==> src/rtl/hazard_pkg.sv <==
// Shared types for the pipeline hazard controller.
// Register references, FSM states and widths.
package hazard_pkg;

  localparam int REG_IDX_W = 4;
  localparam int BCNT_W    = 3;
  localparam int NSRC      = 3;

  typedef enum logic [1:0] {
    RUN,
    MEM_WAIT,
    LD_STALL
  } hz_state_t;

  typedef struct packed {
    logic [REG_IDX_W-1:0] idx;
    logic                 vf;
  } reg_ref_t;

  // Scalar and vector files never alias, so vf must match too.
  function automatic logic same_reg(
    input reg_ref_t a,
    input reg_ref_t b
  );
    return (a.vf == b.vf) && (a.idx == b.idx);
  endfunction

endpackage

==> src/rtl/pipeline_hazard_match.sv <==
// Per-source comparator of ID reads against the EX load destination.
// One hit bit per lane.
module hazard_match
  import hazard_pkg::*;
#(
  parameter int LANES = 3
) (
  input  reg_ref_t [LANES-1:0] src_i,
  input  logic     [LANES-1:0] use_i,
  input  reg_ref_t             ex_i,
  input  logic                 ex_load_i,
  output logic     [LANES-1:0] hit_o
);

  // A lane hits when it reads the register the EX load will write.
  always_comb begin
    hit_o = '0;
    for (int i = 0; i < LANES; i++) begin
      hit_o[i] = use_i[i] & ex_load_i
               & same_reg(src_i[i], ex_i);
    end
  end

endmodule

==> src/rtl/pipeline_hazard_ctrl.sv <==
// Stall/flush sequencer for the 5-stage pipeline.
// Load-use bubbles, memory-wait freeze, branch flush, stall counter.
module pipeline_hazard_ctrl
  import hazard_pkg::*;
#(
  parameter int LOAD_BUBBLES = 1,
  parameter int CNT_W        = 32
) (
  input  logic                            clk,
  input  logic                            rst,
  input  logic [NSRC-1:0][REG_IDX_W-1:0]  id_src_i,
  input  logic [NSRC-1:0]                 id_use_i,
  input  logic [NSRC-1:0]                 id_vf_i,
  input  logic                            ex_rmem_i,
  input  logic                            ex_wreg_i,
  input  logic [REG_IDX_W-1:0]            ex_dest_i,
  input  logic                            ex_vf_i,
  input  logic                            mem_rmem_i,
  input  logic                            mem_wmem_i,
  input  logic                            mem_ready_i,
  input  logic                            ex_br_taken_i,
  output logic                            stall_if_o,
  output logic                            stall_id_o,
  output logic                            stall_ex_o,
  output logic                            stall_mem_o,
  output logic                            bubble_ex_o,
  output logic                            bubble_wb_o,
  output logic                            flush_if_o,
  output logic [CNT_W-1:0]                stall_cnt_o
);

  localparam logic [BCNT_W-1:0] BUB_INIT =
    BCNT_W'(LOAD_BUBBLES - 1);
  localparam logic MULTI_BUB = (LOAD_BUBBLES > 1);

  hz_state_t         state_q, state_d;
  logic [BCNT_W-1:0] bcnt_q, bcnt_d;
  logic [CNT_W-1:0]  scnt_q;

  reg_ref_t [NSRC-1:0] src;
  reg_ref_t            ex_ref;
  logic     [NSRC-1:0] hit;
  logic                luh;
  logic                memw;
  logic                frz_front;
  logic                frz_all;
  logic                flush;

  for (genvar g = 0; g < NSRC; g++) begin : g_src
    assign src[g] = '{idx: id_src_i[g],
                      vf:  id_vf_i[g]};
  end

  assign ex_ref = '{idx: ex_dest_i, vf: ex_vf_i};

  hazard_match #(
    .LANES (NSRC)
  ) u_match (
    .src_i     (src),
    .use_i     (id_use_i),
    .ex_i      (ex_ref),
    .ex_load_i (ex_rmem_i & ex_wreg_i),
    .hit_o     (hit)
  );

  assign luh  = |hit;
  assign memw = (mem_rmem_i | mem_wmem_i)
              & ~mem_ready_i;

  // Next state, bubble count and stage controls.
  always_comb begin
    state_d   = state_q;
    bcnt_d    = bcnt_q;
    frz_front = 1'b0;
    frz_all   = 1'b0;
    flush     = 1'b0;
    if (!rst) begin
      unique case (state_q)
        RUN: begin
          if (memw) begin
            frz_all = 1'b1;
            state_d = MEM_WAIT;
          end else if (luh) begin
            frz_front = 1'b1;
            bcnt_d    = BUB_INIT;
            state_d   = MULTI_BUB ? LD_STALL : RUN;
          end else if (ex_br_taken_i) begin
            flush = 1'b1;
          end
        end
        MEM_WAIT: begin
          if (memw) begin
            frz_all = 1'b1;
          end else begin
            state_d = (bcnt_q != '0) ? LD_STALL
                                     : RUN;
          end
        end
        LD_STALL: begin
          if (memw) begin
            frz_all = 1'b1;
            state_d = MEM_WAIT;
          end else begin
            frz_front = 1'b1;
            if (bcnt_q != '0) begin
              bcnt_d = bcnt_q - 1'b1;
            end
            if (bcnt_q <= BCNT_W'(1)) begin
              state_d = RUN;
            end
          end
        end
        default: state_d = RUN;
      endcase
    end
  end

  assign stall_if_o  = frz_front | frz_all;
  assign stall_id_o  = frz_front | frz_all;
  assign stall_ex_o  = frz_all;
  assign stall_mem_o = frz_all;
  assign bubble_ex_o = frz_front | flush;
  assign bubble_wb_o = frz_all;
  assign flush_if_o  = flush;
  assign stall_cnt_o = scnt_q;

  // FSM and bubble counter registers.
  always_ff @(posedge clk or posedge rst) begin
    if (rst) begin
      state_q <= RUN;
      bcnt_q  <= '0;
    end else begin
      state_q <= state_d;
      bcnt_q  <= bcnt_d;
    end
  end

  // Saturating count of front-end stall cycles.
  always_ff @(posedge clk or posedge rst) begin
    if (rst) begin
      scnt_q <= '0;
    end else if (stall_if_o && (scnt_q != '1)) begin
      scnt_q <= scnt_q + 1'b1;
    end
  end

endmodule

==> config.mk <==
export PLATFORM = sky130hd
export DESIGN_NAME = pipeline_hazard_ctrl
export DESIGN_NICKNAME = d
export VERILOG_FILES = /design/src/rtl/hazard_pkg.sv /design/src/rtl/pipeline_hazard_match.sv /design/src/rtl/pipeline_hazard_ctrl.sv
export SDC_FILE = /design/constraint.sdc
export NUM_CORES = 1
export LEC_CHECK = 0
export BUFFER_PORTS_ARGS = -buffer_cell sky130_fd_sc_hd__buf_4
export CAP_MARGIN = 20
export CORE_ASPECT_RATIO = 0.9
export CORE_MARGIN = 10
export CORE_UTILIZATION = 30
export DETAILED_ROUTE_END_ITERATION = 8
export GPL_TIMING_DRIVEN = 1
export PLACE_DENSITY = 0.5
export SYNTH_ARGS = -nofsm -noshare
export SYNTH_HDL_FRONTEND = slang
export SYNTH_HIERARCHICAL = 1
export SYNTH_SLANG_ARGS = --single-unit
==> constraint.sdc <==
create_clock -name clk -period 2.4 [get_ports clk]
set_clock_uncertainty 0.15 [all_clocks]
set_input_delay 0 -clock clk [delete_from_list [all_inputs] [get_ports clk]]
set_output_delay 0 -clock clk [all_outputs]
set_load 0.05 [all_outputs]
==> results.md <==
- Layout cells sized above 1: 31.8%
- Worst Setup End Kind: output pin
- Clock power frac: 26.9%
- VDD IR max: 0.505 mV
- Global placement routability congestion: 0.775
- Slew of the pin with the lowest slew margin: 480 ps
- # IOs: 70
- Grt ovf: 0
- Mapped cell area: 2200 µm²
- DR iter-0 viols: 72
- Top post-synthesis cells by area: dfrtp_1 (42%), xnor2_1 (15%), nand4_1 (4.5%)
- Yosys reg bits: 37
- EDFF count, synth: 0
- Total GRT Usage: 10.7%
- H-Tree Depth: 2
- Fill cells: 744
- Number of detailed-route iterations in the first pass: 4
- Clock Tree Buf Depth: 2
- Slew headroom: 67.8%
- Seq pwr share: 38.7%
- Std cell rows: 29
- Fin crit period: 2170 ps
- Final Cycle Share: 90.6%
- Tightest Hold Check Type: input pin to flip-flop
- Crit-path most repeated cell: buf_4
- Sw Pwr: 0.000717 W
- Initial antenna violation count: 0
- Post-Syn Instances: 213
- Reg clk slew, reported paths: 80 ps
- CTS sink count: 37
- Area delta synth->final: 34.9%
- Worst path required time: 2250 ps
- Die width: 110 µm
- Final hold violation count: 0
- Detailed Place HPWL: 4560 µm
- WP data arrival: 2020 ps
- Root buf cell: clkbuf_8
- Combinational power share: 34.3%
- Final wirelength: 5700 µm
- Switching portion of total power: 36.2%
- Pwr Density: 667 nW/µm²
- Async set or reset register ratio after synthesis: 100%
- Final ANT Viol Nets: 0
- Clk Latency, worst-skew pair: 280 ps
- Largest net degree at the start of global routing: 30
- Worst Setup Path Type: flip-flop to output pin
- Vias in the first global route: 1911
- Post-synthesis sequential area ratio: 42.0%
- Power Internal: 0.00127 W
- Design Area, Final: 2970 µm²
- Final Max Tran Viols: 0
- PnR worst setup slack: 226 ps
- Max cap viols: 0
- Crit path largest cell delay: 460 ps
- Via count: 1812
- FF+latch area: 926 µm²
- Count leader, synth: xnor2_1
- Post-Place Cell Area: 2840 µm²
- Status: finished, final reports clean
- Post-synthesis cell type count: 41
- CP max stage cell: dfrtp_1
- Synthesized net count: 248
- Syn. warnings: 6
- N_diodes: 0
- Final setup fails: 0
- Post-synth top cells: xnor2_1 (38), dfrtp_1 (37), nand3_1 (18)
- First-pass GRT wire length: 9740 µm
- Synth Flop Type: dfrtp_1
- Startpoint Class: flip-flop
- Critical Path, Cell by Cell: nor4_2 -> o32a_2 -> inv_1 -> buf_4 -> buf_4
- Worst-path fanout max: 10
- Die Ht: 101 µm
- Port-buffer cells: 69
- Unrepaired setup endpoints after global routing: false
- Drt wl/cell: 14.8 µm
- Top-area cell type share of the netlist area: 42.0%
- Total CTS buffers: 5
- Setup TNS: 0 ps
- Leak: 1.36 nW
- Via-per-instance ratio: 4.71
- Max Fclk: 460 MHz
- Yosys top cell by area: dfrtp_1
- Full die area: 11200 µm²
- TritonCTS clock tree: built
- Final-stage net count: 326
- Area of the multi-input gates: 1210 µm²
- Starting Density: 31.0%
- Core ar.: 7110 µm²
- Place WS: 82.1 ps
- Mapped Avg Cell Area: 10.4 µm²
- DRC: 0
-- flip-flops by register name (all words and copies together), names as in the netlist --
register	flops
bcnt_q	3
state_q	2
stall_cnt_o	32
-- cell type report --
class,instances,share of cell area [%]
clock inverter,2,1.30
tap,93,3.91
sequential,37,31.1
inverter,6,0.757
multi-input combinational,164,40.9
clock buffer,6,2.44
timing repair buffer,77,19.6
-- timing repair --
action | CTS | global route
endpoints found under the hold margin | 10 | 0
endpoints found under the setup margin | 2 | 0
resized for setup | 1 | 0
buffers inserted | 0 | 0
hold buffers | 2 | 0
-- path summary, 6_finish.rpt --
kind / startpoint / end / slack (ps) / depth (start not counted)
worst max-delay path: state_q[1]$_DFFE_PP0P_ / stall_id_o / 230 / 5
worst min-delay path: mem_wmem_i / state_q[1]$_DFFE_PP0P_ / 20 / 4
worst max register to register: stall_cnt_o[18]$_DFFE_PP0P_ / stall_cnt_o[15]$_DFFE_PP0P_ / 250 / 5
worst min register to register: stall_cnt_o[13]$_DFFE_PP0P_ / stall_cnt_o[13]$_DFFE_PP0P_ / 350 / 1
max in group asynchronous: rst / stall_cnt_o[10]$_DFFE_PP0P_ / 1270 / 4
min in group asynchronous: rst / state_q[0]$_DFFE_PP0P_ / 120 / 3
-- power groups by stage --
stage,Combinational [W],Clock (W),Sequential (W)
after global placement,0.000686,0,0.000780
after global routing,0.000750,0.000583,0.000787
final,0.000681,0.000534,0.000768
after floorplan,0.000277,0,0.000951
after CTS,0.000694,0.000553,0.000770
after detailed placement,0.000688,0,0.000782
-- logic make-up after synthesis --
logic type	after synthesis	synth area share (%)
adders and majority gates	4	2.27
and+or+nand+nor	94	27.4
buffers and inverters	12	2.95
DFF	37	42.0
muxes	2	0.965
xor gates and xnor gates	44	17.5
AOI/OAI and AO/OA	20	6.92
-- critical path: cells and delay by family, from the launching register on --
kind | cells | cell delay [ps]
AO/OA/AOI/OAI | 1 | 390
AND/OR/NAND/NOR | 1 | 450
flip-flops | 1 | 460
buffers and inverters | 3 | 430
-- per-layer routing --
metal	up-vias	wire length (µm)	global-route usage [%]
met2	36	2620	17.0
met4	0	23	1.78
met3	2	408	3.81
met5	-	0	0
li1	925	-	-
met1	849	2640	13.9
-- per-stage QoR --
| step | hold slack (ps) | util, % | cells | total power (W) |
|---|---|---|---|---|
| finish | 15.9 | 41.8 | 385 | 0.00198 |
| CTS | 13.8 | 41.8 | 385 | 0.00202 |
| floorplan | -42.8 | - | 213 | 0.00123 |
| detailed placement | -132 | 40.0 | 375 | 0.00147 |
| global placement | -132 | 40.0 | 375 | 0.00147 |
| global route | 50.3 | 41.8 | 385 | 0.00212 |
-- placed cells by master, fill, tap and decap left out, types with 2 or more instances in the layout --
| cell type | netlist | layout |
|---|---|---|
| xor2_1 | 6 | 6 |
| and4_1 | 7 | 7 |
| nor3_1 | 3 | 3 |
| xnor2_1 | 38 | 38 |
| and3_1 | 7 | 7 |
| dlygate4sd3_1 | 0 | 2 |
| nand2b_1 | 2 | 2 |
| nand3_1 | 18 | 18 |
| clkbuf_8 | 0 | 5 |
| ha_1 | 4 | 4 |
| a21o_1 | 2 | 2 |
| nand3b_1 | 2 | 2 |
| nand2_1 | 15 | 15 |
| o211ai_1 | 2 | 2 |
| and2_1 | 3 | 3 |
| o21ai_0 | 5 | 5 |
| buf_4 | 3 | 75 |
| a211oi_1 | 2 | 2 |
| nand4_1 | 16 | 16 |
| nor4_1 | 2 | 2 |
| nor4_4 | 4 | 4 |
| a21oi_1 | 2 | 2 |
| inv_1 | 6 | 6 |
| o21a_1 | 2 | 2 |
| dfrtp_1 | 37 | 37 |
| nor2_1 | 8 | 8 |
Note: power is estimated with default switching activity, not from simulation.
